==> config.mk <==
export PLATFORM = sky130hd
export DESIGN_NAME = imem_loader
export DESIGN_NICKNAME = d
export VERILOG_FILES = /design/src/rtl/imem_loader_pkg.sv /design/src/rtl/imem_loader.sv
export SDC_FILE = /design/constraint.sdc
export NUM_CORES = 1
export LEC_CHECK = 0
export BUFFER_PORTS_ARGS = -buffer_cell sky130_fd_sc_hd__buf_2
export CORE_ASPECT_RATIO = 1.4
export CORE_MARGIN = 2
export CORE_UTILIZATION = 36
export DETAILED_ROUTE_END_ITERATION = 12
export PLACE_DENSITY = 0.59
export SLEW_MARGIN = 40
export SYNTH_ARGS = -nofsm -noshare
export SYNTH_HDL_FRONTEND = slang
export SYNTH_SLANG_ARGS = --single-unit
==> constraint.sdc <==
create_clock -name clk -period 5.3 [get_ports clk]
set_input_delay 0 -clock clk [delete_from_list [all_inputs] [get_ports clk]]
set_output_delay 0 -clock clk [all_outputs]
set_load 0.01 [all_outputs]
==> src/rtl/imem_loader_pkg.sv <==
// imem_loader_pkg
// Shared constants for the instruction-memory loader and the core that
// fetches from the same store: memory geometry, the NOP encoding written
// into the unused tail, and the loader state encoding.
package imem_loader_pkg;

    localparam int DATA_W = 8;
    localparam int ADDR_W = 5;
    localparam int DEPTH  = 32;

    // One extra bit so the count can reach DEPTH without wrapping.
    localparam int CNT_W  = ADDR_W + 1;

    localparam logic [DATA_W-1:0] NOP = 8'h00;

    typedef enum logic [2:0] {
        IDLE = 3'd0,
        LEN  = 3'd1,
        DATA = 3'd2,
        CSUM = 3'd3,
        FILL = 3'd4,
        DONE = 3'd5,
        ERR  = 3'd6
    } state_t;

endpackage

==> src/rtl/imem_loader.sv <==
// imem_loader
// Streams a framed program image (LEN, N instruction bytes, CSUM) into the
// 32 x 8-bit instruction store, pads the rest of the store with NOPs and
// holds the core stalled until a checksum-verified image is in place.
//
// Ports:
//   clk, rst             clock, asynchronous active-high reset
//   load_start           pulse that opens a load frame (IDLE/DONE/ERR only)
//   in_valid, in_data    byte stream source
//   in_ready             loader can take a byte (LEN, DATA, CSUM)
//   wr_en/addr/data      instruction memory write port (registered)
//   core_hold            keeps the core stalled while high
//   done, err            load verified / frame rejected (levels)
//
// state | meaning
// ------+---------------------------------------------------------
// IDLE  | after reset, waiting for load_start
// LEN   | waiting for the length byte N (legal 1..DEPTH)
// DATA  | writing N instruction bytes to addresses 0..N-1
// CSUM  | comparing the checksum byte against the running sum
// FILL  | writing NOPs to addresses N..DEPTH-1, one per cycle
// DONE  | image valid, core released; load_start reloads
// ERR   | frame rejected, core kept stalled; load_start reloads
module imem_loader
    import imem_loader_pkg::*;
(
    input  logic              clk,
    input  logic              rst,
    input  logic              load_start,
    input  logic              in_valid,
    input  logic [DATA_W-1:0] in_data,
    output logic              in_ready,
    output logic              wr_en,
    output logic [ADDR_W-1:0] wr_addr,
    output logic [DATA_W-1:0] wr_data,
    output logic              core_hold,
    output logic              done,
    output logic              err
);

    localparam logic [DATA_W-1:0] MAX_LEN   = DATA_W'(DEPTH);
    localparam logic [CNT_W-1:0]  DEPTH_C   = CNT_W'(DEPTH);
    localparam logic [CNT_W-1:0]  LAST_ADDR = CNT_W'(DEPTH - 1);

    state_t            state, state_nx;
    logic [CNT_W-1:0]  cnt, cnt_nx;
    logic [CNT_W-1:0]  len_q, len_nx;
    logic [DATA_W-1:0] csum, csum_nx;
    logic              wr_en_nx;
    logic [ADDR_W-1:0] wr_addr_nx;
    logic [DATA_W-1:0] wr_data_nx;
    logic              hold_nx, done_nx, err_nx;
    logic              accept;

    assign in_ready = (state == LEN) || (state == DATA) || (state == CSUM);
    assign accept   = in_valid && in_ready;

    always_comb begin
        state_nx   = state;
        cnt_nx     = cnt;
        len_nx     = len_q;
        csum_nx    = csum;
        wr_en_nx   = 1'b0;
        wr_addr_nx = wr_addr;
        wr_data_nx = wr_data;
        hold_nx    = core_hold;
        done_nx    = done;
        err_nx     = err;

        case (state)
            IDLE: begin
                if (load_start) begin
                    state_nx = LEN;
                    hold_nx  = 1'b1;
                    done_nx  = 1'b0;
                    err_nx   = 1'b0;
                end
            end
            LEN: begin
                if (accept) begin
                    if (in_data == '0 || in_data > MAX_LEN) begin
                        state_nx = ERR;
                    end else begin
                        len_nx   = in_data[CNT_W-1:0];
                        cnt_nx   = '0;
                        csum_nx  = '0;
                        state_nx = DATA;
                    end
                end
            end
            DATA: begin
                if (accept) begin
                    wr_en_nx   = 1'b1;
                    wr_addr_nx = cnt[ADDR_W-1:0];
                    wr_data_nx = in_data;
                    csum_nx    = csum + in_data;
                    cnt_nx     = cnt + 1'b1;
                    if (cnt + 1'b1 == len_q)
                        state_nx = CSUM;
                end
            end
            CSUM: begin
                if (accept) begin
                    if (in_data != csum)
                        state_nx = ERR;
                    else if (len_q < DEPTH_C)
                        state_nx = FILL;
                    else
                        state_nx = DONE;
                end
            end
            FILL: begin
                // cnt already equals N on entry, so fill starts right after the image.
                wr_en_nx   = 1'b1;
                wr_addr_nx = cnt[ADDR_W-1:0];
                wr_data_nx = NOP;
                cnt_nx     = cnt + 1'b1;
                if (cnt == LAST_ADDR)
                    state_nx = DONE;
            end
            DONE: begin
                if (load_start) begin
                    state_nx = LEN;
                    hold_nx  = 1'b1;
                    done_nx  = 1'b0;
                    err_nx   = 1'b0;
                end else begin
                    // Released one cycle after the last write strobe.
                    done_nx  = 1'b1;
                    hold_nx  = 1'b0;
                end
            end
            ERR: begin
                if (load_start) begin
                    state_nx = LEN;
                    hold_nx  = 1'b1;
                    done_nx  = 1'b0;
                    err_nx   = 1'b0;
                end else begin
                    err_nx   = 1'b1;
                    hold_nx  = 1'b1;
                end
            end
            default: state_nx = IDLE;
        endcase
    end

    always_ff @(posedge clk or posedge rst) begin
        if (rst) begin
            state     <= IDLE;
            cnt       <= '0;
            len_q     <= '0;
            csum      <= '0;
            wr_en     <= 1'b0;
            wr_addr   <= '0;
            wr_data   <= '0;
            core_hold <= 1'b1;
            done      <= 1'b0;
            err       <= 1'b0;
        end else begin
            state     <= state_nx;
            cnt       <= cnt_nx;
            len_q     <= len_nx;
            csum      <= csum_nx;
            wr_en     <= wr_en_nx;
            wr_addr   <= wr_addr_nx;
            wr_data   <= wr_data_nx;
            core_hold <= hold_nx;
            done      <= done_nx;
            err       <= err_nx;
        end
    end

endmodule

# --- Yosys cells after proc, flatten, opt, wreduce, memory -nomap -nowiden ---
# Cells that the tools add are included.
totals:
  input_bits: 12
  romBits: 0
  latchBits: 0
  memories: 0
  ramBits: 0
  regBits: 40
  output_inout_bits: 18
  elab_cells: 88
classes:
  n_shift: 0
  n_bitwise: 1
  add_sub_neg: 2
  div_mod_pow: 0
  multipliers: 0
  magnitude_cmp: 2
  muxes: 31
  eq_ne: 19
  n_reduce_logical: 23
ops:
  columns: ["op", "count"]
  rows:
  - ["8-bit two-way mux", 4]
  - ["8-bit one-hot mux with 2 select lines", 2]
  - ["3-bit two-way mux", 7]
  - ["6-bit two-way mux", 3]
  - ["6-bit one-hot mux with 3 select lines", 1]
  - ["3-bit one-hot mux with 5 select lines", 1]
  - ["2-bit inequality test, second input constant", 6]
  - ["5-bit one-hot mux with 2 select lines", 1]
  - ["3-bit == test, second input constant", 3]
  - ["8-bit adder", 1]
  - ["8-bit by 6-bit greater-than comparator with 1-bit output, second input constant", 1]
  - ["8-bit logical NOT", 1]
  - ["2-bit by 1-bit inequality test with 1-bit output, second input constant", 4]
  - ["8-bit inequality test", 1]
  - ["2-bit AND reduction", 4]
  - ["4-bit AND reduction", 2]
  - ["2-bit nonzero test", 4]
  - ["6-bit by 1-bit adder with 6-bit output, second input constant", 1]
  - ["3-bit by 2-bit == test with 1-bit output, second input constant", 2]
  - ["6-bit by 5-bit == test with 1-bit output, second input constant", 1]
  - ["6-bit == test", 1]
  - ["6-bit less-than comparator, second input constant", 1]
  - ["1-bit two-way mux", 6]
  - ["1-bit one-hot mux with 2 select lines", 3]
  - ["other kinds (13)", 17]

# --- Longest topological paths before layout ---
# Gate-level depths: netlist (run 1).
logic_depth:
  depth_word: 6
  mapped_depth: 7
  depth_no_buf: 7

# --- Worst setup path after synthesis (run 1) ---
# No wires, ideal clock.
synth_timing:
  path_kind: "register to register"
  from: "register csum[0]"
  to: "register csum[6]"
  arrival_time_ps: 1728
  period_less_slack_ps: 1863
  path_slack_ps: 3437
  path_stages_with_launch: 8
  n_path_buf: 0
  setup_ps: 136
  t_required_ps: 5164
  cell_sequence: "dfrtp_1 ha_1 fa_1 a211oi_1 o21bai_1 a21oi_1 xor2_1 o21ai_0"
synth_via:
  elab_chain_cells: 3
synth_lines:
  columns: ["element", "line_no", "text"]
  rows:
  - ["from (decl)", "imem_loader.sv:48", "logic [DATA_W-1:0] csum, csum_nx;"]
  - ["from (signal assigned)", "imem_loader.sv:164", "csum <= csum_nx;"]
  - ["8-bit adder", "imem_loader.sv:96", "csum_nx = csum + in_data;"]
  - ["8-bit two-way mux", "imem_loader.sv:92", "if (accept) begin"]
  - ["8-bit one-hot mux with 2 select lines", "imem_loader.sv:70", "case (state)"]
# Every way passes these cells. The select of a mux whose other input is x is not followed.
# A chain may end at the register's enable or synchronous reset.

# --- Final worst setup path (run 1) ---
layout_timing:
  from: "register state[0]"
  to: "register csum[1]"
layout_via:
  elab_chain_cells: 6
  elab_cells_between_ends: 12
  classes_between: "eq/ne (6); mux (1); reduce/logical (5)"
layout_lines:
  columns: ["element", "line_no", "text"]
  rows:
  - ["from (decl)", "imem_loader.sv:45", "state_t state, state_nx;"]
  - ["from (signal assigned)", "imem_loader.sv:161", "state <= state_nx;"]
  - ["3-bit by 1-bit == test with 1-bit output / 3-bit by 2-bit == test with 1-bit output (equally long branches)", "imem_loader.sv:55, imem_loader.sv:70", null]
  - ["1-bit logical OR (2 in a row)", "imem_loader.sv:55", "assign in_ready = (state == LEN) || (state == DATA) || (state == CSUM);"]
  - ["1-bit logical AND", "imem_loader.sv:56", "assign accept = in_valid && in_ready;"]
  - ["2-bit inequality test (no line)", null, null]
  - ["4-bit AND reduction (no line)", null, null]
# Several ways; a longest one is shown, not always the timed one.

==> results of run 1 <==
[synthesized netlist by cell type, types with 2 or more instances]
master                     count  area [um2]
sky130_fd_sc_hd__nand2b_1      2        12.5
sky130_fd_sc_hd__a21oi_1      16        80.1
sky130_fd_sc_hd__nor4_1        4        25.0
sky130_fd_sc_hd__o21ai_1       4        20.0
sky130_fd_sc_hd__o21bai_1      3        22.5
sky130_fd_sc_hd__nand2_1      46         173
sky130_fd_sc_hd__a221oi_1      2        17.5
sky130_fd_sc_hd__nor2_1        7        26.3
sky130_fd_sc_hd__or3_1         3        18.8
sky130_fd_sc_hd__nand3b_1      2        15.0
sky130_fd_sc_hd__ha_1          8         100
sky130_fd_sc_hd__clkbuf_1     11        41.3
sky130_fd_sc_hd__nor3_1        7        35.0
sky130_fd_sc_hd__a31oi_1       4        25.0
sky130_fd_sc_hd__xor2_1        5        43.8
sky130_fd_sc_hd__inv_1         6        22.5
sky130_fd_sc_hd__o211ai_1      2        15.0
sky130_fd_sc_hd__xnor2_1       9        78.8
sky130_fd_sc_hd__a211oi_1      4        30.0
sky130_fd_sc_hd__nor3b_1       2        15.0
sky130_fd_sc_hd__nand3_1       8        40.0
sky130_fd_sc_hd__mux2_2        2        22.5
sky130_fd_sc_hd__dfrtp_1      39         976
sky130_fd_sc_hd__a21o_1        6        45.0
sky130_fd_sc_hd__o21ai_0      14        70.1
sky130_fd_sc_hd__a22o_1        2        17.5
sky130_fd_sc_hd__and3_1        3        18.8
sky130_fd_sc_hd__mux2_4        4        60.1
sky130_fd_sc_hd__mux2i_1       2        20.0
[layout make-up]
type / instances / area, um2 / share of cell area
multi-input cells: 185 / 1210 / 0.453
well taps: 72 / 90.1 / 0.0338
clock buffers: 5 / 68.8 / 0.0258
inverters: 6 / 22.5 / 0.00844
repair buffers: 38 / 230 / 0.0863
flip-flops and latches: 40 / 1000 / 0.376
clock inverters: 3 / 46.3 / 0.0173
[per-stage QoR]
step                cell area [um2]  hold WS [ps]
finish                         2670          26.3
floorplan                      2290           131
detailed placement             2480           164
global placement               2480           162
CTS                            2670          17.6
global route                   2670          24.1
[cells in the final DEF (no fill, tap or decap), types with 2 or more instances in the layout]
| master | count |
|---|---|
| sky130_fd_sc_hd__a211oi_1 | 4 |
| sky130_fd_sc_hd__a21o_1 | 6 |
| sky130_fd_sc_hd__a21oi_1 | 16 |
| sky130_fd_sc_hd__a221oi_1 | 2 |
| sky130_fd_sc_hd__a22o_1 | 2 |
| sky130_fd_sc_hd__a31oi_1 | 4 |
| sky130_fd_sc_hd__and3_1 | 3 |
| sky130_fd_sc_hd__buf_2 | 29 |
| sky130_fd_sc_hd__buf_4 | 2 |
| sky130_fd_sc_hd__clkbuf_8 | 5 |
| sky130_fd_sc_hd__dfrtp_1 | 39 |
| sky130_fd_sc_hd__dlygate4sd3_1 | 7 |
| sky130_fd_sc_hd__ha_1 | 8 |
| sky130_fd_sc_hd__inv_1 | 6 |
| sky130_fd_sc_hd__mux2_2 | 2 |
| sky130_fd_sc_hd__mux2_4 | 4 |
| sky130_fd_sc_hd__mux2i_1 | 2 |
| sky130_fd_sc_hd__nand2_1 | 46 |
| sky130_fd_sc_hd__nand2b_1 | 2 |
| sky130_fd_sc_hd__nand3_1 | 8 |
| sky130_fd_sc_hd__nand3b_1 | 2 |
| sky130_fd_sc_hd__nor2_1 | 7 |
| sky130_fd_sc_hd__nor3_1 | 7 |
| sky130_fd_sc_hd__nor3b_1 | 2 |
| sky130_fd_sc_hd__nor4_1 | 4 |
| sky130_fd_sc_hd__o211ai_1 | 2 |
| sky130_fd_sc_hd__o21ai_0 | 14 |
| sky130_fd_sc_hd__o21ai_1 | 4 |
| sky130_fd_sc_hd__o21bai_1 | 3 |
| sky130_fd_sc_hd__or3_1 | 3 |
| sky130_fd_sc_hd__xnor2_1 | 9 |
| sky130_fd_sc_hd__xor2_1 | 5 |
[cell families after synthesis]
family,Yosys count,synth area share
AO/OA/AOI/OAI,64,0.183
XOR/XNOR,14,0.0534
adder cells (fa/ha/maj),10,0.0567
buffers and inverters,20,0.0365
flip-flops,40,0.437
multiplexers,8,0.0447
AND/OR/NAND/NOR,89,0.189
[repair_timing]
item,CTS,global route
hold buffers,7,0
setup endpoints to repair,0,0
hold endpoints to repair,45,0
[power by group through the flow]
stage / combinational, uW / clock, uW / sequential, uW
after floorplan: 451 / 0 / 517
after global placement: 581 / 0 / 539
after detailed placement: 591 / 0 / 544
after CTS: 596 / 270 / 539
after global routing: 667 / 284 / 557
final: 591 / 261 / 536
[path summary, 6_finish.rpt]
| kind | from | endpoint | depth (start not counted) |
|---|---|---|---|
| worst min-delay path | in_data[0] | wr_data[0]$_DFFE_PP0P_ | 3 |
| max in group asynchronous | rst | core_hold$_DFFE_PP1P_ | 4 |
| worst min register to register | wr_addr[4]$_DFFE_PP0P_ | wr_addr[4]$_DFFE_PP0P_ | 2 |
| min in group asynchronous | rst | cnt[0]$_DFFE_PP0P_ | 4 |
| worst max-delay path | state[0]$_DFFE_PP0P_ | csum[1]$_DFFE_PP0P_ | 4 |
| worst max register to register | state[0]$_DFFE_PP0P_ | csum[1]$_DFFE_PP0P_ | 4 |
[state kept, by name, summed over array words and instances (netlist names)]
name       count
csum           8
wr_data        8
cnt            6
len_q          6
wr_addr        5
state          3
core_hold      1
done           1
err            1
wr_en          1
[per-layer routing]
metal | vias to the layer above | global-route usage
li1 | 936 | -
met1 | 924 | 0.200
met4 | 0 | 0.0552
met5 | - | 0
met2 | 35 | 0.278
met3 | 8 | 0.0276
[worst min-delay path, stage by stage]
cell                      delay (ps)
sky130_fd_sc_hd__buf_2           160
sky130_fd_sc_hd__nand2_1          70
sky130_fd_sc_hd__a21oi_1          50
==> results.md, run 1 <==
* Clock tree skew after final layout at 9.42 ps
* Fraction of power consumed by the clock network at 0.188
* Kind of path behind the tightest hold check: in2reg
* Post-CTS Resized at 0
* Vias in the first global route at between 1.5k and 2k
* Switching Fraction at 0.405
* Combinational power share at 0.425
* Vias after detailed routing at 1903
* Outcome: completed
* Post-route met1 wirelength at 2.29 mm
* Synth async-reset ratio at 1.00
* HPWL after detailed placement at roughly 3.7 mm
* Maximum net fanout on the critical path at 23
* Transition time at the pin with the least slew margin at 631 ps
* Setup slack after placement at 3100 ps
* Top Layer Used: met4
* Top_reg_cell synth: sky130_fd_sc_hd__dfrtp_1
* Cell at the root of the clock tree: sky130_fd_sc_hd__clkbuf_8
* Worst path max stage delay at about 750 ps
* Buffers inserted by post-CTS timing repair at 0
* TritonCTS buffer count at 5
* Arrival time worst endpoint at ~2400 ps
* Share of post-route cells with drive strength above 1 at 0.184
* Via/cell ratio at roughly 5.5
* Flip-flop and latch count after synthesis at 40
* Residual overflow from global routing at 0
* Distinct cell type count of the synthesized netlist at 47
* Flop pwr share at 0.386
* Internal power component at roughly 830 uW
* Detailed-route wire length at roughly 5.3 mm
* DP Cell Count at ~330
* Drt pass-1 iters at 4
* Core area at a little over 6000 um2
* Final worst path period need at 2230 ps
* Filler Cell Count at between 600 and 700
* Hold Violations, Final at 0
* Required time of the critical path at 5500 ps
* Start-to-end type of the worst setup path: reg2reg
* Nets at between 200 and 300
* Unrepaired setup endpoints after global routing: no
* Total count of max-transition violations in the final report at 0
* DIE HEIGHT at between 90 and 100 um
* Initial Util at 0.369
* Sequential fraction of the synthesis area at 0.437
* Post-synth EDFFs at 0
* Number of violations of the max-capacitance limit at 0
* Worst-path clk slew at 90 ps
* Number of cell rows at 34
* Post-Route Setup TNS at 0 ps
* Combined area of all synthesized cells at approximately 2300 um2
* Number of I/O port buffers at 29
* H-tree levels at 2
* Global-route wire length before repair at 8.99 mm
* Maximum number of pins on one net before global-route repair at between 40 and 50
* P per Cell Area at about 520 nW/um2
* Slowest cell on the critical path: sky130_fd_sc_hd__dfrtp_1
* DRC violation count after routing at 0
* Post-Layout Cell Count at approximately 350
* Endpoint kind of the worst setup timing path: flip-flop
* Mean post-synth cell area at ~9.4 um2
* Total routing usage reported by global routing at 0.161
* TritonCTS clock tree: built
* R2r setup slk at 3070 ps
* Number of cells produced by synthesis at roughly 250
* Width of the chip at 71.5 um
* Number of diodes added for antenna fixing at 0
* Final cycle utilization of the critical path at 0.420
* Crit path buffers/inverters at 0
* Clock sink total at 40
* Static Leak at between 0.001 and 0.0015 uW
* Largest delay share family, worst path: simple AND/OR/NAND/NOR gates
* Final worst setup slack at 3070 ps
* Routed length on met3 at 170 um
* Drt initial violations at 89
* Power consumption at 1390 uW
* Net Sw Power at around 560 uW
* Max Freq at roughly 450 MHz
* Max-slew headroom at the worst pin at 0.579
* Synth-to-layout area growth at 16.3%
* Number of nets with antenna violations after routing at 0
* Number of setup violations in the final report at 0
* Cells along the critical path: or4bb_1 > nor4_1 > o311ai_4 > a22o_1
* Synth warnings at 0
* Synthesized net count at 266
* Startpoint type of the worst setup path: flip-flop
* Insertion delay to the later sink of the worst-skew pair at 300 ps
* Area enclosed by the die boundary at 7040 um2
* Top Ports at 30
* Number of buffers on the longest clock path at 2
* Length of routed met2 wiring at around 2.8 mm
* Initial antenna violation count at 0
* Routed wire per std cell at between 15 and 20 um
* Max VDD drop at 0.261 mV
* Routability congestion estimate from global placement at around 0.84
* Fin util at 0.430
Power figures use the tool's default switching activity.
==> run 2: changes to the inputs <==
- clock period: 5.3 -> 2.2 ns (I/O delays scaled with it)
==> run 2 against run 1 <==
Register-to-register slack got worse by 2900 ps; core utilization increased by 0.62 points; sequential cell count unchanged; count of clock-buffer cells in the layout unchanged; clock skew decreased by 5.9 ps; clock power increased by 150%; non-clock buffer count increased by 4.
==> results.md, run 2 (same netlist as run 1, synthesis figures left out) <==
* Area enclosed by the die boundary at 7040 um2
* P per Cell Area at about 1300 nW/um2
* Number of cells on the worst reg-to-reg path at 7
* Largest delay share family, worst path: simple AND/OR/NAND/NOR gates
* Maximum net fanout on the critical path at 12
* R2R Path End: csum[6]$_DFFE_PP0P_
* Crit Reg-Reg Startpoint: csum[0]$_DFFE_PP0P_
* Number of cell rows at 34
* Vias in the first global route at 1906
* Min-Delay Path Depth at 3
* Max-slew headroom at the worst pin at 0.575
* Arrival time worst endpoint at around 2300 ps
* Number of diodes added for antenna fixing at 0
* Worst-path clk slew at ~90 ps
* TritonCTS clock tree: built
* TritonCTS buffer count at 5
* Number of nets with antenna violations after routing at 0
* Start-to-end type of the worst setup path: in2reg
* Top Ports at 30
* Slowest cell on the critical path: sky130_fd_sc_hd__or4_4
* Core area at just over 6000 um2
* Vias after detailed routing at around 1.9k
* Clock tree skew after final layout at 3.54 ps
* Tightest hold margin at 3.72 ps
* Final cycle utilization of the critical path at 0.950
* R2r setup slk at roughly 210 ps
* Routability congestion estimate from global placement at between 0.8 and 0.9
* Initial Util at 0.369
* Transition time at the pin with the least slew margin at about 630 ps
* Share of post-route cells with drive strength above 1 at 0.196
* Cells along the critical path: dlygate4sd3_1 > buf_2 > or4_4 > o21ai_0 > and4b_4 > mux2_2
* Power consumption at around 3400 uW
* Max VDD drop at approximately 0.54 mV
* Number of buffers on the longest clock path at 2
* Detailed-route wire length at ~5.3 mm
* Initial antenna violation count at 0
* DIE HEIGHT at roughly 100 um
* Worst Hold Path EP: wr_data[0]$_DFFE_PP0P_
* HPWL after detailed placement at 3.74 mm
* Cell at the root of the clock tree: sky130_fd_sc_hd__clkbuf_8
* Post-Route Setup TNS at 0 ps
* Number of setup violations in the final report at 0
* Largest registers in the final layout: csum (8), wr_data (8)
* Outcome: completed
* Most common cell after layout, fill and taps aside: sky130_fd_sc_hd__nand2_1
* Crit path buffers/inverters at 2
* Width of the chip at 71.5 um
* Drt pass-1 iters at 4
* Buffers inserted by post-CTS timing repair at 0
* Synth-to-layout area growth at 18.0%
* Maximum number of pins on one net before global-route repair at 41
* Residual overflow from global routing at 0
* Worst path max stage delay at between 500 and 600 ps
* Insertion delay to the later sink of the worst-skew pair at 300 ps
* Nets at approximately 300
* Static Leak at roughly 0.0013 uW
* Fin util at 0.436
* Global-route wire length before repair at around 9.3 mm
* Hold wc startpoint: in_data[0]
* Final worst path period need at ~2100 ps
* Unrepaired setup endpoints after global routing: no
* DRC violation count after routing at 0
* Startpoint type of the worst setup path: input pin
* Total count of max-transition violations in the final report at 0
* Total routing usage reported by global routing at 0.166
* Clock sink total at 40
* Hold Violations, Final at 0
* Number of I/O port buffers at 29
* Number of violations of the max-capacitance limit at 0
* Routed wire per std cell at 15.1 um
* Most used cells in the layout excluding fill and tap cells: sky130_fd_sc_hd__nand2_1 (46), sky130_fd_sc_hd__dfrtp_1 (39), sky130_fd_sc_hd__buf_2 (29), sky130_fd_sc_hd__a21oi_1 (16), sky130_fd_sc_hd__o21ai_0 (14)
* Setup slack after placement at ~160 ps
* Via/cell ratio at approximately 5.3
* Required time of the critical path at around 2400 ps
* Drt initial violations at between 100 and 150
* H-tree levels at 2
* Kind of path behind the tightest hold check: in2reg
* Max Freq at roughly 480 MHz
* Final worst setup slack at roughly 110 ps
* Endpoint kind of the worst setup timing path: flip-flop
==> run 2: metal layers <==
metal	vias to the layer above	share of wire	track usage
li1	940	-	-
met2	36	0.50	0.271
met4	0	0.025	0.0682
met5	-	0	0
met1	902	0.44	0.213
met3	10	0.032	0.0348
==> run 2: area by class of cell <==
class	instances	area, um2
fillers	613	3500
multi-input cells	185	1210
flip-flops and latches	40	1000
repair buffers	42	263
well taps	72	90.1
clock buffers	5	68.8
clock inverters	3	46.3
inverters	6	22.5
==> run 2: power breakdown <==
group	switching (uW)	internal (uW)	total, uW
Clock	304	342	647
Sequential	215	1010	1230
Combinational	862	674	1540
Total	1380	2030	3410
==> run 2: worst max-delay path by stage <==
| stage | startpoint | endpoint | slack (ps) | cells past startpoint |
|---|---|---|---|---|
| 2_1_floorplan | csum[0]$_DFFE_PP0P_ | csum[6]$_DFFE_PP0P_ | 340 | 7 |
| 6_report | in_data[4] | len_q[3]$_DFFE_PP0P_ | 110 | 6 |
| 3_5_place_dp | csum[2]$_DFFE_PP0P_ | state[0]$_DFFE_PP0P_ | 160 | 6 |
| 4_1_cts | in_data[4] | len_q[3]$_DFFE_PP0P_ | 130 | 6 |
| 3_3_place_gp | csum[2]$_DFFE_PP0P_ | state[0]$_DFFE_PP0P_ | 240 | 6 |
| 5_1_grt | in_data[4] | len_q[4]$_DFFE_PP0P_ | 6 | 6 |
==> run 2: tightest hold or removal path, stage by stage <==
cell and delay [ps]:
sky130_fd_sc_hd__buf_2 150, sky130_fd_sc_hd__nand2_1 70, sky130_fd_sc_hd__a21oi_1 50
==> run 2: through the flow <==
step                      cells  cell area, um2
after detailed placement    337            2510
after global routing        353            2710
after CTS                   353            2700
final                       353            2710
after floorplan             245            2290
after global placement      337            2510
==> run 2: what timing repair did <==
action | CTS | global route
endpoints found under the hold margin | 48 | 0
setup endpoints to repair | 0 | 1
resized for setup | 0 | 1
hold buffers | 8 | 0
==> run 3: changes to the inputs <==
- ABC_AREA: default -> 1
- CAP_MARGIN: default -> 40
==> run 3 against run 2 <==
Clock skew increased by 3.3 ps; via count is 3.7% higher; register-to-register slack gained 180 ps; hold slack gained 16 ps; setup slack gained 240 ps; combinational power fell by 3%; cell count grew 16%; cell area fell by 1.8%; global-route usage fell by 1.1 points; first-iteration DRC count decreased by 15%; non-clock buffer count unchanged; critical path depth increased by 5; largest cell class unchanged.
==> results.md, run 3 <==
* Final worst path period need at around 1800 ps
* Post-synth EDFFs at 0
* Min-Delay Path Depth at 3
* Number of cells on the worst reg-to-reg path at 9
* Residual overflow from global routing at 0
* Unrepaired setup endpoints after global routing: no
* Drt pass-1 iters at 4
* Crit Reg-Reg Startpoint: csum[0]$_DFFE_PP0P_
* Met2 track utilization from global routing at 0.265
* Most congested layer reported by global routing: met2
* Largest delay share family, worst path: buffers and inverters
* Worst-path clk slew at about 70 ps
* Number of cell rows at 34
* Placed inst area at between 2000 and 2500 um2
* Global-route wire length before repair at about 8.5 mm
* Top-count cell post-synth: sky130_fd_sc_hd__nand2_1
* Post-synthesis cell type with the largest combined area: sky130_fd_sc_hd__dfrtp_1
* Number of nets with antenna violations after routing at 0
* P per Cell Area at roughly 1200 nW/um2
* Area enclosed by the die boundary at 6930 um2
* Post-Route Setup TNS at 0 ps
* Width of the chip at between 70 and 80 um
* Synth warnings at 0
* Hold wc startpoint: in_data[1]
* Share of post-route cells with drive strength above 1 at 0.176
* Worst Hold Path EP: len_q[1]$_DFFE_PP0P_
* Combined area of all synthesized cells at approximately 2300 um2
* Insertion delay to the later sink of the worst-skew pair at 290 ps
* R2r setup slk at around 390 ps
* Flip-flop and latch count after synthesis at 40
* Total count of max-transition violations in the final report at 0
* Number of I/O port buffers at 29
* Detailed-route wire length at approximately 5.1 mm
* Transition time at the pin with the least slew margin at 530 ps
* Most common cell after layout, fill and taps aside: sky130_fd_sc_hd__nand2_1
* Number of cells produced by synthesis at ~300
* Nets at roughly 360
* Met3 capacity usage during global routing at 0.0332
* Most used cells in the layout excluding fill and tap cells: sky130_fd_sc_hd__nand2_1 (75), sky130_fd_sc_hd__dfrtp_1 (39), sky130_fd_sc_hd__inv_1 (33), sky130_fd_sc_hd__nor2_1 (30), sky130_fd_sc_hd__buf_2 (29)
* Slowest cell on the critical path: sky130_fd_sc_hd__dlygate4sd3_1
* Filler Cell Count at approximately 650
* Post-synth top area share at 0.432
* Synth async-reset ratio at 1.00
* Vias after detailed routing at 1958
* TritonCTS clock tree: built
* Kind of path behind the tightest hold check: in2reg
* Initial antenna violation count at 0
* Post-CTS Resized at 0
* Drt initial violations at 112
* Number of violations of the max-capacitance limit at 0
* DIE HEIGHT at just under 100 um
* Static Leak at roughly 0.0014 uW
* Top_reg_cell synth: sky130_fd_sc_hd__dfrtp_1
* Top Ports at 30
* Met1 routing resource usage after global routing at 0.183
* Max VDD drop at 0.480 mV
* Routed wire per std cell at between 10 and 15 um
* Number of setup violations in the final report at 0
* Start-to-end type of the worst setup path: in2reg
* Clock sink total at 40
* Max-slew headroom at the worst pin at 0.646
* Endpoint kind of the worst setup timing path: flip-flop
* Routability congestion estimate from global placement at between 0.9 and 1
* Required time of the critical path at approximately 2400 ps
* Maximum net fanout on the critical path at 4
* Sequential fraction of the synthesis area at 0.444
* Worst path max stage delay at ~530 ps
* Max Freq at ~540 MHz
* Hold Violations, Final at 0
* Total routing usage reported by global routing at 0.155
* HPWL after detailed placement at about 3.7 mm
* Cell repeated most along the worst path: sky130_fd_sc_hd__nand2_1
* DRC violation count after routing at 0
* Main area contributors after synthesis: sky130_fd_sc_hd__dfrtp_1 (43%), sky130_fd_sc_hd__nand2_1 (12%), sky130_fd_sc_hd__nand3_1 (5.8%)
* Startpoint type of the worst setup path: input pin
* Number of buffers on the longest clock path at 2
* Initial Util at 0.369
* DP Cell Count at a little under 400
* Final cycle utilization of the critical path at 0.840
* Number of diodes added for antenna fixing at 0
* Via/cell ratio at between 4 and 5
* Maximum number of pins on one net before global-route repair at between 40 and 50
* Mean post-synth cell area at between 7 and 8 um2
* Clock tree skew after final layout at ~7 ps
* Outcome: completed
* Vias in the first global route at ~1.9k
* H-tree levels at 2
* Depth of the critical timing path with buffers and inverters included at 11
* Largest registers in the final layout: csum (8), wr_data (8)
* Arrival time worst endpoint at approximately 2000 ps
* Post-Layout Cell Count at slightly above 400
* R2R Path End: csum[6]$_DFFE_PP0P_
* Distinct cell type count of the synthesized netlist at 32
* Synthesized net count at 313
* Cell area after layout at between 2000 and 3000 um2
* Cell types with the highest counts after synthesis: sky130_fd_sc_hd__nand2_1 (75), sky130_fd_sc_hd__dfrtp_1 (39), sky130_fd_sc_hd__inv_1 (33)
* Synth-to-layout area growth at 17.7%
* Buffers inserted by post-CTS timing repair at 0
* Core area at 6130 um2
* Cell at the root of the clock tree: sky130_fd_sc_hd__clkbuf_8
* Crit path buffers/inverters at 2
* Cells along the critical path: dlygate4sd3_1 > buf_2 > ha_1 > fa_1 > nand3_1 > nand2_1 > nand2_1 > nand2_1 > a21oi_1 > xor2_1 > o21ai_0
* Tightest hold margin at approximately 20 ps
* TritonCTS buffer count at 5
run 3: where the power goes:
part,internal (uW),total (uW),switching [uW]
combinational,566,1490,923
sequential,1020,1210,189
clock,223,472,249
total,1810,3170,1360
run 3: what timing repair did:
action,4_1_cts,5_1_grt
hold endpoints to repair,48,0
endpoints found under the setup margin,0,0
hold buffers,9,0
run 3: cell families (layout without fill, tap and decap cells):
logic type               count (synthesis)  count (layout)  share of synthesized area
AO/OA/AOI/OAI                           42              42                      0.101
XOR/XNOR                                 5               5                     0.0194
adder cells (fa/ha/maj)                  9               9                     0.0532
buffers and inverters                   44              88                     0.0809
flip-flops                              40              40                      0.444
AND/OR/NAND/NOR                        152             152                      0.302
run 3: routing by layer:
layer / up-vias / part of all wire
li1: 1025 / -
met1: 873 / 0.44
met2: 49 / 0.49
met3: 11 / 0.038
met4: 0 / 0.027
met5: - / 0
run 3: through the flow:
stage | setup slack (ps) | utilization | power [uW]
global placement | 434 | 0.406 | 2680
detailed placement | 408 | 0.406 | 2710
finish | 352 | 0.434 | 3170
CTS | 375 | 0.434 | 3210
global route | 169 | 0.434 | 3490
floorplan | 508 | - | 2310
run 3: area by class of cell:
class	count	area (um2)	area share
clock buffer	7	76.3	0.0287
clock inverter	1	5.00	0.00188
inverter	38	145	0.0546
multi-input combinational	208	1070	0.404
sequential	40	1000	0.377
tap	72	90.1	0.0339
timing repair buffer	42	265	0.0998
run 3: worst max-delay path by stage:
stage / startpoint / slack [ps] / to
4_1_cts: in_data[0] / 370 / csum[6]$_DFFE_PP0P_
3_5_place_dp: csum[0]$_DFFE_PP0P_ / 410 / csum[6]$_DFFE_PP0P_
3_3_place_gp: csum[0]$_DFFE_PP0P_ / 430 / csum[6]$_DFFE_PP0P_
2_1_floorplan: csum[0]$_DFFE_PP0P_ / 510 / csum[6]$_DFFE_PP0P_
6_report: in_data[0] / 350 / csum[6]$_DFFE_PP0P_
5_1_grt: in_data[0] / 170 / csum[6]$_DFFE_PP0P_
run 3: tightest hold or removal path, stage by stage:
cell and delay, ps:
sky130_fd_sc_hd__buf_2 140, sky130_fd_sc_hd__nand2_1 60, sky130_fd_sc_hd__o21ai_0 60
